File: src/rtl/sf_stream_out_if.sv
// Bundle of the FIFO-side pop/read pins and the valid/ready stream pins for sf_stream_out.
// master is the adapter's view; slave is the view of whatever sits around it.
interface sf_stream_out_if #(
    parameter int unsigned Width    = 32,
    parameter int unsigned BufDepth = 2
);
    localparam int unsigned CntW = $clog2(BufDepth + 1);

    logic                fifo_pop_o;
    logic [Width-1:0]    fifo_q_i;
    logic                fifo_valid_i;
    logic                fifo_empty_i;
    logic                m_valid_o;
    logic [Width-1:0]    m_data_o;
    logic                m_ready_i;
    logic [CntW-1:0]     buf_count_o;
    logic                err_o;

    modport master (
        output fifo_pop_o,
        input  fifo_q_i,
        input  fifo_valid_i,
        input  fifo_empty_i,
        output m_valid_o,
        output m_data_o,
        input  m_ready_i,
        output buf_count_o,
        output err_o
    );

    modport slave (
        input  fifo_pop_o,
        output fifo_q_i,
        output fifo_valid_i,
        output fifo_empty_i,
        input  m_valid_o,
        input  m_data_o,
        output m_ready_i,
        input  buf_count_o,
        input  err_o
    );
endinterface

File: src/rtl/sf_stream_out.sv
// Drains a 1-cycle-latency pop/read FIFO port into a first-word-fall-through valid/ready
// stream, using a small circular prefetch buffer so stalls never lose a popped word.
module sf_stream_out #(
    parameter int unsigned Width    = 32,
    parameter int unsigned BufDepth = 2
) (
    input  logic               fCLK,
    input  logic               fRSTn,
    sf_stream_out_if.master    bus
);
    localparam int unsigned CntW = $clog2(BufDepth + 1);
    localparam int unsigned PtrW = (BufDepth > 1) ? $clog2(BufDepth) : 1;
    localparam int unsigned LvlW = CntW + 1;

    localparam logic [PtrW-1:0] PtrLast = PtrW'(BufDepth - 1);
    localparam logic [CntW-1:0] CntFull = CntW'(BufDepth);
    localparam logic [LvlW-1:0] LvlMax  = LvlW'(BufDepth);

    logic [Width-1:0] mem_q [BufDepth];
    logic [Width-1:0] mem_d [BufDepth];
    logic [PtrW-1:0]  head_q, head_d;
    logic [PtrW-1:0]  tail_q, tail_d;
    logic [CntW-1:0]  count_q, count_d;
    logic             inflight_q, inflight_d;
    logic             err_q, err_d;
    // Low for the first edge after reset release so a read return from a pre-reset pop is discarded.
    logic             live_q, live_d;

    logic             m_valid_c;
    logic             out_fire_c;
    logic             pop_c;
    logic             wr_req_c;
    logic             wr_en_c;
    logic             full_c;
    logic [LvlW-1:0]  level_c;

    function automatic logic [PtrW-1:0] next_ptr(input logic [PtrW-1:0] p);
        return (p == PtrLast) ? '0 : p + PtrW'(1);
    endfunction

    // Next-state and pop decision
    always_comb begin
        mem_d      = mem_q;
        head_d     = head_q;
        tail_d     = tail_q;
        count_d    = count_q;
        inflight_d = 1'b0;
        err_d      = err_q;
        live_d     = 1'b1;

        m_valid_c  = (count_q != '0);
        out_fire_c = m_valid_c && bus.m_ready_i;

        // Occupancy after this cycle's read, counting the word already in flight.
        level_c    = LvlW'(count_q) + LvlW'(inflight_q) - LvlW'(out_fire_c);
        pop_c      = live_q && !bus.fifo_empty_i && (level_c < LvlMax);
        inflight_d = pop_c;

        full_c     = (count_q == CntFull);
        wr_req_c   = bus.fifo_valid_i && inflight_q;
        wr_en_c    = wr_req_c && !full_c;

        if (wr_en_c) begin
            mem_d[tail_q] = bus.fifo_q_i;
            tail_d        = next_ptr(tail_q);
        end

        if (out_fire_c) begin
            head_d = next_ptr(head_q);
        end

        count_d = count_q + CntW'(wr_en_c) - CntW'(out_fire_c);

        if ((live_q && bus.fifo_valid_i && !inflight_q) || (wr_req_c && full_c)) begin
            err_d = 1'b1;
        end
    end

    always_ff @(posedge fCLK or negedge fRSTn) begin
        if (!fRSTn) begin
            for (int unsigned i = 0; i < BufDepth; i++) begin
                mem_q[i] <= '0;
            end
            head_q     <= '0;
            tail_q     <= '0;
            count_q    <= '0;
            inflight_q <= 1'b0;
            err_q      <= 1'b0;
            live_q     <= 1'b0;
        end else begin
            mem_q      <= mem_d;
            head_q     <= head_d;
            tail_q     <= tail_d;
            count_q    <= count_d;
            inflight_q <= inflight_d;
            err_q      <= err_d;
            live_q     <= live_d;
        end
    end

    // Stream side is driven straight from the buffer registers.
    assign bus.fifo_pop_o  = pop_c;
    assign bus.m_valid_o   = m_valid_c;
    assign bus.m_data_o    = mem_q[head_q];
    assign bus.buf_count_o = count_q;
    assign bus.err_o       = err_q;

endmodule

File: src/flat_wrapper.sv
// flat-port wrapper written by rule: the top's interface ports become plain ports
module sf_stream_out_flat 
#(
    parameter int unsigned Width    = 32,
    parameter int unsigned BufDepth = 2
)
  (fCLK, fRSTn, bus_fifo_pop_o, bus_fifo_q_i, bus_fifo_valid_i, bus_fifo_empty_i, bus_m_valid_o, bus_m_data_o, bus_m_ready_i, bus_buf_count_o, bus_err_o);
  sf_stream_out_if #(.Width(Width), .BufDepth(BufDepth)) bus_i ();
  input  logic fCLK;
  input  logic fRSTn;
  output wire logic [$bits(bus_i.fifo_pop_o)-1:0] bus_fifo_pop_o;
  input wire logic [$bits(bus_i.fifo_q_i)-1:0] bus_fifo_q_i;
  input wire logic [$bits(bus_i.fifo_valid_i)-1:0] bus_fifo_valid_i;
  input wire logic [$bits(bus_i.fifo_empty_i)-1:0] bus_fifo_empty_i;
  output wire logic [$bits(bus_i.m_valid_o)-1:0] bus_m_valid_o;
  output wire logic [$bits(bus_i.m_data_o)-1:0] bus_m_data_o;
  input wire logic [$bits(bus_i.m_ready_i)-1:0] bus_m_ready_i;
  output wire logic [$bits(bus_i.buf_count_o)-1:0] bus_buf_count_o;
  output wire logic [$bits(bus_i.err_o)-1:0] bus_err_o;
  assign bus_fifo_pop_o = bus_i.fifo_pop_o;
  assign bus_i.fifo_q_i = bus_fifo_q_i;
  assign bus_i.fifo_valid_i = bus_fifo_valid_i;
  assign bus_i.fifo_empty_i = bus_fifo_empty_i;
  assign bus_m_valid_o = bus_i.m_valid_o;
  assign bus_m_data_o = bus_i.m_data_o;
  assign bus_i.m_ready_i = bus_m_ready_i;
  assign bus_buf_count_o = bus_i.buf_count_o;
  assign bus_err_o = bus_i.err_o;
  sf_stream_out #(.Width(Width), .BufDepth(BufDepth)) u_core (.fCLK(fCLK), .fRSTn(fRSTn), .bus(bus_i));
endmodule
File: config.mk
export PLATFORM = sky130hd
export DESIGN_NAME = sf_stream_out_flat
export DESIGN_NICKNAME = d
export VERILOG_FILES = /design/src/rtl/sf_stream_out_if.sv /design/src/rtl/sf_stream_out.sv /design/src/flat_wrapper.sv
export SDC_FILE = /design/constraint.sdc
export NUM_CORES = 1
export LEC_CHECK = 0
export BUFFER_PORTS_ARGS = -buffer_cell sky130_fd_sc_hd__buf_2
export CAP_MARGIN = 0
export CORE_MARGIN = 2
export CORE_UTILIZATION = 55
export CTS_BUF_LIST = sky130_fd_sc_hd__clkbuf_4
export CTS_CLUSTER_SIZE = 16
export DETAILED_ROUTE_END_ITERATION = 12
export GPL_TIMING_DRIVEN = 0
export HOLD_SLACK_MARGIN = 0.06
export PLACE_DENSITY = 0.81
export SKIP_CTS_REPAIR_TIMING = 1
export SLEW_MARGIN = 20
export SYNTH_ARGS = -nofsm -noshare
export SYNTH_HDL_FRONTEND = slang
export SYNTH_SLANG_ARGS = --single-unit
File: constraint.sdc
create_clock -name fCLK -period 6.2 [get_ports fCLK]
set_clock_uncertainty 0.05 [all_clocks]
set_input_delay 0 -clock fCLK [delete_from_list [all_inputs] [get_ports fCLK]]
set_output_delay 0 -clock fCLK [all_outputs]
set_load 0.01 [all_outputs]
==> summary by stage <==
Yosys
The number of storage elements in the synthesis netlist is 71. The post-synthesis sequential area ratio is 54.8%. The gate count after technology mapping is 203. Dividing the synthesized area by the synthesized cell count gives 16.0 um2.

When the netlist entered floorplanning its net count stood at 244. After synthesis the cells add up to 0.00324 mm2. The distinct cell type count after synthesis is 21. The Yosys step of the flow raised 0 warnings.

Timing
Setup repair after global routing left no endpoint under its margin. Once routing completed, OpenROAD measured the worst setup slack at 3440 ps. The transition time at the pin with the least slew margin is 615 ps. The setup-violating endpoint count in the final report is 0. Derived from the worst setup path, the maximum achievable clock frequency is 363 MHz. The worst pin sits at a relative slew slack of 59.0%. The number of endpoints with negative hold slack in the final report is 0. The final period demand of the worst path is 2760 ps.

Dividing the final minimum period by the clock period gives 44.5%. In the final timing run, aggregate negative setup slack is 0 ps. The count of pins over their slew limit is 0.

Power
The proportion of total power due to net switching is 30.6%. The portion of total power attributed to the clock network is 20.5%. The largest vdd supply drop is 0.000240 V. Summed over all cells, the static leakage comes to 2.26 nW. The part of the total power dissipated in sequential elements is 40.3%. Per report_power, the combinational group accounts for 39.2% of the total. Power spread over the standard cell area amounts to 413 mW/mm2. The internal power is 1.23 mW.

The switching power summed over all nets is 0.541 mW.

Setup path
The type of element capturing the critical path is an output pin. In this run the worst path has a maximum fanout of 6. The flop-to-flop setup slack is 3930 ps. In this run the critical register-to-register path is captured at u_core.inflight_q$_DFF_PN0_. The critical path is of the register to output pin type. The nature of the critical path startpoint is a register. The launching instance or port of the critical path is u_core.bus.buf_count_o[1]$_DFF_PN0_. At the worst endpoint, the arrival time is 2710 ps. The origin of the critical flop-to-flop path is u_core.bus.buf_count_o[1]$_DFF_PN0_. At the worst endpoint, the required time is 6150 ps.

The worst-case reg-to-reg path depth is 8. The critical path ends at bus_fifo_pop_o.

Detailed routing
For this run, design rule violations remaining after detail routing come to 0. Wires add up to 6360 um. The iteration-0 DRC count of the detailed router is 71. The routed wirelength normalized by instance count is 15.8 um.

The final route contains 2014 vias. The pre-antenna-repair detailed-routing pass consisted of 4 iterations. Dividing the detail-routed via count by the number of cells gives 5.00.

The number of nets with antenna violations after routing is 0.

Final layout
The number of antenna diodes in the final layout is 0. At the end of the flow, the number of nets in the layout was 367. Of the cells placed in the final design, the portion with a size suffix greater than 1 is 58.6%. Relative to the synthesized area, the layout overhead comes to 32.3%. The post-route cell area is 0.00429 mm2.

Place
Routability-driven placement finished with a final weighted congestion of 0.711. OpenSTA, run right after detailed placement, puts the worst setup slack at 3860 ps. The placed instances occupy a cell area of 0.00372 mm2. The number of port buffers is 73. Detailed placement finished with a half-perimeter wire length of 4140 um.

Floorplan
The I/O pin total is 74. The width of the die is 80.8 um. The initial core utilization is 57.8%. The core region is 0.00561 mm2. The die span in y is 80.8 um.

The die covers 0.00652 mm2. The number of core rows is 27.

Global routing
The global-route met1 utilization is 25.3%. The global routing stage identified its most utilized layer as met2. The met2 demand-to-capacity share in global routing is 32.3%. The number of global-route vias before repair is 2050. For this run the aggregate overflow at the end of global routing stands at 0. The global-route track usage on met3 is 4.89%.

Global routing used 20.1% of the available tracks across all layers. The number of antenna violations at the first check in global routing came to 0. The first global-routing pass estimated 9610 um of wire. Entering global routing, the biggest net connects 43 pins.

Clocking
The root buffer cell is sky130_fd_sc_hd__clkbuf_4. The clock tree from TritonCTS is yes. The clock insertion delay at the later pin of the skew report is 400 ps. The clock-pin slew on the worst setup and hold paths is 110 ps. In this run, CTS created clock tree buffers numbering 9.

The clock sink count is 71. The clock passes through at most 2 buffers. The number of H-tree levels is 3.

Flow run
Across the run, the number of max-cap violations was 0.

Hold path
The class of the tightest hold or removal check is input pin to register. The number of instances on the worst hold path is 3.

Outcome
The run finished with clean final reports.
-- kinds of logic (layout without fill, tap and decap cells) --
group           after synthesis  after routing  synth area share [%]
compound gates                1              1                 0.232
buf+inv                      15            143                  2.78
simple gates                 10             10                  2.01
mux                          97             97                  37.2
flops                        71             71                  54.8
other cells                   1              1                 0.116
fa+ha+maj                     4              4                  1.78
xor+xnor                      4              4                  1.08
-- placed cells by master (no fill, tap or decap) --
master                          count
sky130_fd_sc_hd__nor3_2             1
sky130_fd_sc_hd__a21o_1             1
sky130_fd_sc_hd__buf_12             2
sky130_fd_sc_hd__conb_1             1
sky130_fd_sc_hd__or3b_1             1
sky130_fd_sc_hd__buf_2             75
sky130_fd_sc_hd__nand2_1            3
sky130_fd_sc_hd__mux2_4            30
sky130_fd_sc_hd__clkbuf_4           9
sky130_fd_sc_hd__fa_1               1
sky130_fd_sc_hd__clkinv_4           1
sky130_fd_sc_hd__mux2_2            65
sky130_fd_sc_hd__or2_2              1
sky130_fd_sc_hd__dfrtp_1           71
sky130_fd_sc_hd__ha_1               3
sky130_fd_sc_hd__clkinv_2           1
sky130_fd_sc_hd__buf_4              1
sky130_fd_sc_hd__mux2_1             2
sky130_fd_sc_hd__nor3_1             1
sky130_fd_sc_hd__buf_6              4
sky130_fd_sc_hd__and2_1             1
sky130_fd_sc_hd__bufinv_16          3
sky130_fd_sc_hd__clkbuf_1           4
sky130_fd_sc_hd__nor2_1             1
sky130_fd_sc_hd__clkinv_1           2
sky130_fd_sc_hd__nor2b_4            1
sky130_fd_sc_hd__dlygate4sd3_1     37
sky130_fd_sc_hd__xor2_1             4
sky130_fd_sc_hd__inv_1              4
-- worst max-delay path, cell delays in order, from the launching register on --
cell and delay [ps]:
sky130_fd_sc_hd__dfrtp_1 480, sky130_fd_sc_hd__or2_2 330, sky130_fd_sc_hd__and2_1 190, sky130_fd_sc_hd__ha_1 270, sky130_fd_sc_hd__inv_1 70, sky130_fd_sc_hd__nand2_1 60, sky130_fd_sc_hd__fa_1 370, sky130_fd_sc_hd__xor2_1 150
sky130_fd_sc_hd__nor3_1 210, sky130_fd_sc_hd__buf_2 170
-- metal layers --
layer | up-vias | wire (um) | part of all wire [%]
met5 | - | 0 | 0
met4 | 0 | 131 | 2.1
met3 | 11 | 250 | 3.9
li1 | 959 | - | -
met1 | 992 | 2830 | 44
met2 | 52 | 3150 | 50
-- how the worst min path moves through the flow --
stage / slack [ps] / end / start
finish: 240 / u_core.inflight_q$_DFF_PN0_ / bus_fifo_empty_i
global route: 220 / u_core.inflight_q$_DFF_PN0_ / bus_fifo_empty_i
CTS: -560 / u_core.mem_q[26]$_DFFE_PN0P_ / fRSTn
detailed placement: -100 / u_core.mem_q[26]$_DFFE_PN0P_ / fRSTn
global placement: 120 / u_core.inflight_q$_DFF_PN0_ / bus_fifo_empty_i
floorplan: -350 / u_core.bus.buf_count_o[0]$_DFF_PN0_ / fRSTn
-- power groups by stage --
stage	Clock, mW	Combinational, mW	Sequential [mW]
after floorplan	0	0.481	0.695
final	0.364	0.694	0.713
after global routing	0.393	0.756	0.733
after detailed placement	0	0.678	0.719
after global placement	0	0.659	0.707
after CTS	0.371	0.682	0.711
-- state kept, by name, summed over array words and instances (netlist names) --
register	cells
u_core.mem_q	64
u_core.bus.buf_count_o	2
u_core.bus.err_o	1
u_core.head_q	1
u_core.inflight_q	1
u_core.live_q	1
u_core.tail_q	1
-- synthesized netlist by cell type, drive strengths merged --
library cell,instances,area share [%]
nor3,2,0.46
or3b,1,0.27
a21o,1,0.23
fa,1,0.62
xor2,4,1.1
nand2,3,0.35
and2,1,0.19
inv,4,0.46
ha,3,1.2
nor2b,1,0.42
mux2,97,37
nor2,1,0.12
buf,7,1.9
conb,1,0.12
or2,1,0.19
clkbuf,4,0.46
dfrtp,71,55
-- metrics by stage --
stage          instances  utilization, %  hold slack [ps]  power [mW]
2_1_floorplan        203               -             -346        1.18
3_3_place_gp         348            65.9              119        1.37
3_5_place_dp         349            66.3            -96.8        1.40
4_1_cts              365            69.5             -559        1.76
5_1_grt              403            76.5              222        1.88
6_report             403            76.5              239        1.77
-- cell type report --
cell class                 count  area, um2
fill                         356       1320
clock buffer                   9       67.6
inverter                       4       15.0
clock inverter                 7        111
buffer                        11       75.1
timing repair buffer         112        778
multi-input combinational    117       1370
tap                           72       90.1
sequential                    71       1780
Power figures use the tool's default switching activity.
